$ cat src/rtl/decode_stage.sv
// decode_stage: ID stage with IF/ID and ID/EX registers, register file, hazard stall and redirect squash
module decode_stage #(
  parameter int WIDTH = 32,
  parameter int NREG = 32
) (
  input  logic             clk,
  input  logic             rst,
  input  logic [5:0]       Opcode,
  input  logic [4:0]       Reg1,
  input  logic [4:0]       Reg2,
  input  logic [15:0]      Immediate,
  input  logic [27:0]      jumped,
  input  logic             wb_we,
  input  logic [4:0]       wb_addr,
  input  logic [WIDTH-1:0] wb_data,
  output logic             Jump,
  output logic             Branch,
  output logic             Zero,
  output logic             stop,
  output logic [WIDTH-1:0] signext,
  output logic [WIDTH-1:0] ex_rs_val,
  output logic [WIDTH-1:0] ex_rt_val,
  output logic [WIDTH-1:0] ex_imm,
  output logic [4:0]       ex_dest,
  output logic [5:0]       ex_funct,
  output logic [4:0]       ex_ctrl,
  output logic [15:0]      stall_cnt,
  output logic [15:0]      flush_cnt
);
  localparam logic [5:0] OP_R    = 6'b000000;
  localparam logic [5:0] OP_LW   = 6'b100011;
  localparam logic [5:0] OP_SW   = 6'b101011;
  localparam logic [5:0] OP_ADDI = 6'b001000;
  localparam logic [5:0] OP_BEQ  = 6'b000100;
  localparam logic [5:0] OP_J    = 6'b000010;
  logic [5:0]       op_q, op_d;
  logic [4:0]       rs_q, rs_d, rt_q, rt_d;
  logic [15:0]      imm_q, imm_d;
  logic [WIDTH-1:0] rf_q [NREG];
  logic [WIDTH-1:0] rf_d [NREG];
  logic [WIDTH-1:0] ex_rs_val_q, ex_rs_val_d, ex_rt_val_q, ex_rt_val_d, ex_imm_q, ex_imm_d;
  logic [4:0]       ex_dest_q, ex_dest_d, ex_ctrl_q, ex_ctrl_d;
  logic [5:0]       ex_funct_q, ex_funct_d;
  logic [4:0]       exm_dest_q, exm_dest_d;
  logic             exm_rw_q, exm_rw_d;
  logic [15:0]      stall_q, stall_d, flush_q, flush_d;
  logic             is_r, is_lw, is_sw, is_addi, is_beq, is_j;
  logic             reads_rs, reads_rt, rw, load_use, ex_hit, exm_hit, br_dep, redirect;
  logic [4:0]       dest, ctrl;
  logic [WIDTH-1:0] rs_val, rt_val;
  logic             unused_jumped;
  assign unused_jumped = ^jumped;
  assign is_r     = op_q == OP_R;
  assign is_lw    = op_q == OP_LW;
  assign is_sw    = op_q == OP_SW;
  assign is_addi  = op_q == OP_ADDI;
  assign is_beq   = op_q == OP_BEQ;
  assign is_j     = op_q == OP_J;
  assign reads_rs = is_r | is_lw | is_sw | is_addi | is_beq;
  assign reads_rt = is_r | is_sw | is_beq;
  assign dest     = is_r ? imm_q[15:11] : (is_lw | is_addi) ? rt_q : 5'd0;
  assign rw       = (is_r | is_lw | is_addi) & (dest != 5'd0);
  assign ctrl     = {rw, is_lw, is_sw, is_lw | is_sw | is_addi, is_r};
  assign rs_val   = rs_q == 5'd0 ? '0 : (wb_we && wb_addr == rs_q) ? wb_data : rf_q[rs_q];
  assign rt_val   = rt_q == 5'd0 ? '0 : (wb_we && wb_addr == rt_q) ? wb_data : rf_q[rt_q];
  assign signext  = {{(WIDTH-16){imm_q[15]}}, imm_q};
  assign Zero     = rs_val == rt_val;
  assign load_use = ex_ctrl_q[3] && ex_dest_q != 5'd0 &&
                    ((reads_rs && ex_dest_q == rs_q) || (reads_rt && ex_dest_q == rt_q));
  assign ex_hit   = ex_ctrl_q[4] && ex_dest_q != 5'd0 && (ex_dest_q == rs_q || ex_dest_q == rt_q);
  assign exm_hit  = exm_rw_q && exm_dest_q != 5'd0 && (exm_dest_q == rs_q || exm_dest_q == rt_q);
  assign br_dep   = is_beq && (ex_hit || exm_hit);
  assign stop     = load_use | br_dep;
  assign Jump     = is_j & ~stop;
  assign Branch   = is_beq & ~stop;
  assign redirect = Jump | (Branch & Zero);
  always_comb begin
    rf_d = rf_q;
    if (wb_we && wb_addr != 5'd0) rf_d[wb_addr] = wb_data;
  end
  always_comb begin
    op_d        = stop ? op_q  : redirect ? 6'd0  : Opcode;
    rs_d        = stop ? rs_q  : redirect ? 5'd0  : Reg1;
    rt_d        = stop ? rt_q  : redirect ? 5'd0  : Reg2;
    imm_d       = stop ? imm_q : redirect ? 16'd0 : Immediate;
    ex_rs_val_d = stop ? '0 : rs_val;
    ex_rt_val_d = stop ? '0 : rt_val;
    ex_imm_d    = stop ? '0 : signext;
    ex_dest_d   = stop ? 5'd0 : dest;
    ex_funct_d  = stop ? 6'd0 : imm_q[5:0];
    ex_ctrl_d   = stop ? 5'd0 : ctrl;
    exm_dest_d  = ex_dest_q;
    exm_rw_d    = ex_ctrl_q[4];
    stall_d     = stall_q + 16'(stop && stall_q != 16'hFFFF);
    flush_d     = flush_q + 16'(redirect && flush_q != 16'hFFFF);
  end
  always_ff @(posedge clk) begin
    if (rst) begin
      op_q        <= '0;
      rs_q        <= '0;
      rt_q        <= '0;
      imm_q       <= '0;
      rf_q        <= '{default: '0};
      ex_rs_val_q <= '0;
      ex_rt_val_q <= '0;
      ex_imm_q    <= '0;
      ex_dest_q   <= '0;
      ex_funct_q  <= '0;
      ex_ctrl_q   <= '0;
      exm_dest_q  <= '0;
      exm_rw_q    <= 1'b0;
      stall_q     <= '0;
      flush_q     <= '0;
    end else begin
      op_q        <= op_d;
      rs_q        <= rs_d;
      rt_q        <= rt_d;
      imm_q       <= imm_d;
      rf_q        <= rf_d;
      ex_rs_val_q <= ex_rs_val_d;
      ex_rt_val_q <= ex_rt_val_d;
      ex_imm_q    <= ex_imm_d;
      ex_dest_q   <= ex_dest_d;
      ex_funct_q  <= ex_funct_d;
      ex_ctrl_q   <= ex_ctrl_d;
      exm_dest_q  <= exm_dest_d;
      exm_rw_q    <= exm_rw_d;
      stall_q     <= stall_d;
      flush_q     <= flush_d;
    end
  end
  assign ex_rs_val = ex_rs_val_q;
  assign ex_rt_val = ex_rt_val_q;
  assign ex_imm    = ex_imm_q;
  assign ex_dest   = ex_dest_q;
  assign ex_funct  = ex_funct_q;
  assign ex_ctrl   = ex_ctrl_q;
  assign stall_cnt = stall_q;
  assign flush_cnt = flush_q;
endmodule

$ cat config.mk
export PLATFORM = sky130hd
export DESIGN_NAME = decode_stage
export DESIGN_NICKNAME = d
export VERILOG_FILES = /design/src/rtl/decode_stage.sv
export SDC_FILE = /design/constraint.sdc
export NUM_CORES = 2
export LEC_CHECK = 0
export ABC_AREA = 1
export BUFFER_PORTS_ARGS = -buffer_cell sky130_fd_sc_hd__buf_2
export CORE_AREA = 2 2 398 400
export CTS_CLUSTER_DIAMETER = 80
export DETAILED_ROUTE_END_ITERATION = 8
export DIE_AREA = 0 0 400 402
export PLACE_DENSITY_LB_ADDON = 0.2
export SYNTH_ARGS = -nofsm -noshare
export SYNTH_HDL_FRONTEND = slang
export SYNTH_SLANG_ARGS = --single-unit
$ cat constraint.sdc
create_clock -name clk -period 4.4 [get_ports clk]
set_input_delay 0.66 -clock clk [delete_from_list [all_inputs] [get_ports clk]]
set_output_delay 0.66 -clock clk [all_outputs]
set_load 0.05 [all_outputs]
Word-level counts from Yosys, hierarchy flattened. Index checks and enable logic that the tools add are counted.

Register bits after elaboration: 1190. Logic and storage cells: 132.

Add/subtract/negate cells: 2. Magnitude comparators: 4. Equal/unequal tests: 14. Muxes and demuxes: 19. Bitwise operators: 20. Reduce and logical (&&, ||, !) cells: 27.

Operators by type and width (count): $bwmux W1024 (1); $bmux W32 S5 (2); $mux W32 (9); $demux W32 S5 (1); $add A16 B1 Y16 (2); $eq A32 B32 Y1 (1); $ne A16 B16 Y1 const B (2); $eq A5 B5 Y1 (6); $mux W5 (4); $reduce_bool A5 Y1 (4); $ge A6 B6 Y1 const B (3); $not A5 Y6 (3); $mux W16 (1); $logic_and A1 B1 Y1 (15); $eq A6 B6 Y1 const B (2); $or A1 B1 Y1 (12); $logic_not A5 Y1 (2); $eq A6 B2 Y1 const B (1); $eq A6 B3 Y1 const B (1); $eq A6 B4 Y1 const B (1); $logic_not A6 Y1 (1); $lt A6 B1 Y1 const B (1); $mux W6 (1); $and A1 B1 Y1 (4); other kinds (3) (6).

Logic depth before layout (Yosys ltp).
Depth in word-level cells: 15. Gate-level depth with buffers: 35. Gate-level depth less buffers: 32.

Least setup slack after synthesis. No wires, ideal clock.

Path type: input port to output port. From: input wb_addr[2]. To: output Zero. Arrival: 3.593 ns. Data required time: 3.740 ns. Path slack: 0.147 ns. Stages on the path: 15. Path buffers: 3. Cells stage by stage: buf_2 inv_1 o22ai_1 nor2_1 nand3_1 buf_2 buf_2 nand3_1 nand2_1 inv_1 nand2_1 nand2_1 nor2_1 nand3_1 nor4_1.

Word-level cells in the longest chain between the ends: 5. Elaborated cells between the ends (all ways): 9.

RTL lines: from (decl) (line 14) `input logic [4:0] wb_addr,`; $eq A5 B5 Y1 (on tied branches) (line 64, 65); $logic_and A1 B1 Y1 (on tied branches) (line 64, 65); $mux W32 (on tied branches) (2 in a row) (line 64, 65); $eq A32 B32 Y1 * (line 67) `assign Zero = rs_val == rt_val;`; to (decl) (line 18) `output logic Zero,`.

Mark *: on every way between the ends. The rest lies on a longest branch, timed or not.

Final worst setup path.
From: register rs_q[0]. To: output Zero.

Word-level cells in the longest chain between the ends: 7. Elaborated cells between the ends (all ways): 10.

RTL lines: from (decl) (line 37) `logic [4:0] rs_q, rs_d, rt_q, rt_d;`; from (signal assigned) (line 116) `rs_q <= rs_d;`; $not A5 Y6 (implied by the code) (line 64) `assign rs_val = rs_q == 5'd0 ? '0 : (wb_we && wb_addr == rs_q) ? wb_data : rf_q[rs_q];`; $bmux W32 S5 (line 64); $mux W32 (implied by the code) (2 in a row) (line 64); $mux W32 (line 64); $mux W32 * (line 64); $eq A32 B32 Y1 * (line 67).

Mark *: on every way between the ends. The rest lies on a longest branch, timed or not. The select of a mux whose other input is x is not followed.

==> reports/results.tsv <==
metric	value	unit
Mean Syn Cell Area	6.553	um^2
outcome	finished, violations left	
Syn Inst Count	9496	
Peak VDD IR	0.4123	mV
failing checks	setup timing	
Synth Net Count	9600	
Via density	5.658	
CP Capture Type	output port	
final worst slack	-0.1519	ns
Top cell by count, worst path	buf_12	
pre-CTS setup slack	-0.4440	ns
Fin. Hold Viols	0	
clk_skew	0.03196	ns
Hold/Removal Path Class	input port to flip-flop	
core area	157100	um^2
PwrDens	365.4	nW/um^2
Slew @ Worst Pin	1.286	ns
worst-case clock buffer depth	3	
Die Wd	400	um
CTS Buf Count	136	
Reg clk slew, reported paths	0.07	ns
top-area cell type share of the netlist area	0.3809	
Crit path arrival time	3.89	ns
setup violation total in the final timing report	2	
max-slew violations	0	
Port Buffers	251	
die height	402	um
placer's final routability congestion estimate	0.9479	
Synth Register Bits	1184	
final period utilization	1.035	
Rows	146	
Initial DRC Count	8224	
grt total ovfl	0	
DRT Wirelength	265700	um
total track usage	0.3142	
synthesized area	62220	um^2
most frequent cells in the layout	nand2_1, o21ai_0, dfxtp_1, a21oi_1, nand3_1	
Remaining DRCs	0	
die area	160800	um^2
Worst-Skew Late Latency	0.79	ns
Slew headroom	0.1420	
Leakage	0.03155	uW
crit path launch type	flip-flop	
first-pass GRT wire length	389400	um
area leader, netlist	dfxtp_1	
critical path type	flip-flop to output port	
CTS Sinks	1184	
# H-tree levels	4	
crit path max fanout	21	
sequential area share after synthesis	0.3809	
crit-path max cell delay	0.35	ns
most common cell after layout, fill and taps aside	nand2_1	
first-pass iteration count of the detailed router	6	
Initial Util	0.3961	
YS warnings	0	
Max-Cap Viols	0	
CTS tree	built	
antenna-violating nets left	0	
critical-path cell list	buf_12 -> buf_12 -> buf_12 -> buf_16 -> or2_2 -> nand3_2 -> nand3_1 -> nand3_1 -> buf_6 -> nand3_1 -> nand2_2 -> buf_4 -> a21oi_1 -> nand2_1 -> nand2_2 -> inv_2 -> nand2_1 -> nor2_2 -> nand2_2 -> buf_6 -> nor4_4 -> buf_4 -> buf_12	
area grow syn2layout	22.37	%
distinct cell type count after synthesis	39	
Via Count	67590	
RSZ-0062 raised after global routing	yes	
drt wl/cell	22.24	um
Boundary Pins	280	
max frequency	0.2197	GHz
CTS hold repair buffers	0	
required time of the critical path	3.74	ns
pin count of the biggest net entering global routing	129	
number of global-route vias before repair	62150	
Root Driver	clkbuf_16	
slowest cell on the critical path	dfxtp_4	
ranking of synthesized cells by area	dfxtp_1, nand2_1, o21ai_0, a21oi_1, nand3_1	
Final min period	4.552	ns
nets	9874	
total power	27820	uW
DPL Wire Length	169600	um
fraction of layout cells with a size suffix above 1	0.1552	
initial antenna violation count	7	
[path summary, 6_finish.rpt]
path                            slack, ns  cells after the start               startpoint                  endpoint
worst max-delay path                -0.15                     23     rs_q[0]$_SDFFE_PP0N_                      Zero
worst max register to register          0                     33     rs_q[0]$_SDFFE_PP0N_  flush_cnt[15]$_SDFF_PP0_
worst min-delay path                 0.13                      3                Opcode[4]      op_q[4]$_SDFFE_PP0N_
worst min register to register       0.44                      2  rf_q[1022]$_SDFFE_PP0P_   rf_q[1022]$_SDFFE_PP0P_
[cell usage after synthesis]
master / number
dfxtp_1: 1184
o21bai_1: 1
nand3_1: 1103
o21ai_1: 13
nand4_2: 1
a22oi_1: 4
a211oi_1: 2
xnor2_1: 5
nand3_2: 1
o211ai_1: 522
clkbuf_1: 486
a221oi_1: 1
buf_2: 308
buf_4: 51
a41oi_1: 1
o2111ai_1: 1
o221ai_1: 2
inv_1: 894
o21a_1: 3
o22ai_1: 10
nand2_2: 1
nor3b_1: 1
nor4_1: 8
a21o_1: 1
or2_2: 50
buf_1: 71
nand4_1: 11
nand2_1: 1656
xor2_1: 9
o41ai_1: 1
nor2_1: 716
ha_1: 4
clkinv_1: 5
buf_6: 6
o21ai_0: 1194
inv_2: 8
a21oi_1: 1135
nor2_2: 1
nor3_1: 25
[through the flow]
| stage | util | cells | cell area, um^2 | hold WS [ns] | setup TNS (ns) |
|---|---|---|---|---|---|
| after floorplan | - | 9496 | 62220 | 0.4098 | 0 |
| after global placement | 0.4419 | 11620 | 69430 | 0.4227 | -1.289 |
| after detailed placement | 0.4419 | 11620 | 69430 | 0.4261 | -1.098 |
| after CTS | 0.4749 | 11880 | 74610 | 0.1007 | -0.2117 |
| after global routing | 0.4846 | 11940 | 76140 | 0.1188 | -1.313 |
| final | 0.4847 | 11950 | 76140 | 0.1350 | -0.1554 |
[cell type report]
cell class	count	area [um^2]
inverters	907	3482
well taps	2072	2592
repair inverters	1	8.758
clock buffers	197	3938
clock inverters	40	424.2
diodes	5	12.51
flip-flops and latches	1184	23740
repair buffers	1057	10070
multi-input cells	6483	31870
fillers	15730	80960
[flip-flops by register name, indices dropped and copies added (netlist names)]
name	count
stall_cnt	16
flush_cnt	16
exm_dest_q	5
ex_rs_val	32
exm_rw_q	1
ex_imm	16
op_q	6
rs_q	5
ex_dest	5
ex_ctrl	5
rf_q	1024
ex_rt_val	32
imm_q	16
rt_q	5
[worst max-delay path: cells and delay by family, from the launching register on]
kind                   cells  cell delay, ns
and+or+nand+nor           12            1.37
buffers and inverters     10            1.34
DFF                        1            0.35
AOI/OAI and AO/OA          1            0.05
[what timing repair did]
| item | in CTS | in global routing |
|---|---|---|
| pin swaps | 10 | 44 |
| cloned | 10 | 18 |
| setup endpoints to repair | 6 | 11 |
| hold endpoints to repair | 0 | 0 |
| buffers inserted | 11 | 43 |
| resized for setup | 98 | 176 |
[power breakdown]
part	internal, uW	total [uW]	switching [uW]	leakage [uW]
sequential	10900	11000	113	0.00958
clock	6620	11500	4840	0.00216
combinational	1880	5320	3450	0.0198
total	19400	27800	8400	0.0316
[cell families (layout without fill, tap and decap cells)]
| logic type | Yosys count | in the layout | share of synthesized area |
|---|---|---|---|
| AOI/OAI and AO/OA | 2891 | 2891 | 0.2545 |
| xor gates and xnor gates | 14 | 14 | 0.001971 |
| adders and majority gates | 4 | 4 | 0.0008044 |
| buffers and inverters | 1829 | 2202 | 0.1203 |
| DFF | 1184 | 1184 | 0.3809 |
| other | 0 | 5 | 0 |
| and+or+nand+nor | 3574 | 3574 | 0.2414 |
[per-layer routing]
layer  global-route usage  part of all wire
met2               0.4932              0.45
met1               0.4034              0.41
met4               0.2029             0.071
met5                    0                 0
met3              0.04264             0.076
Power figures use the tool's default switching activity.
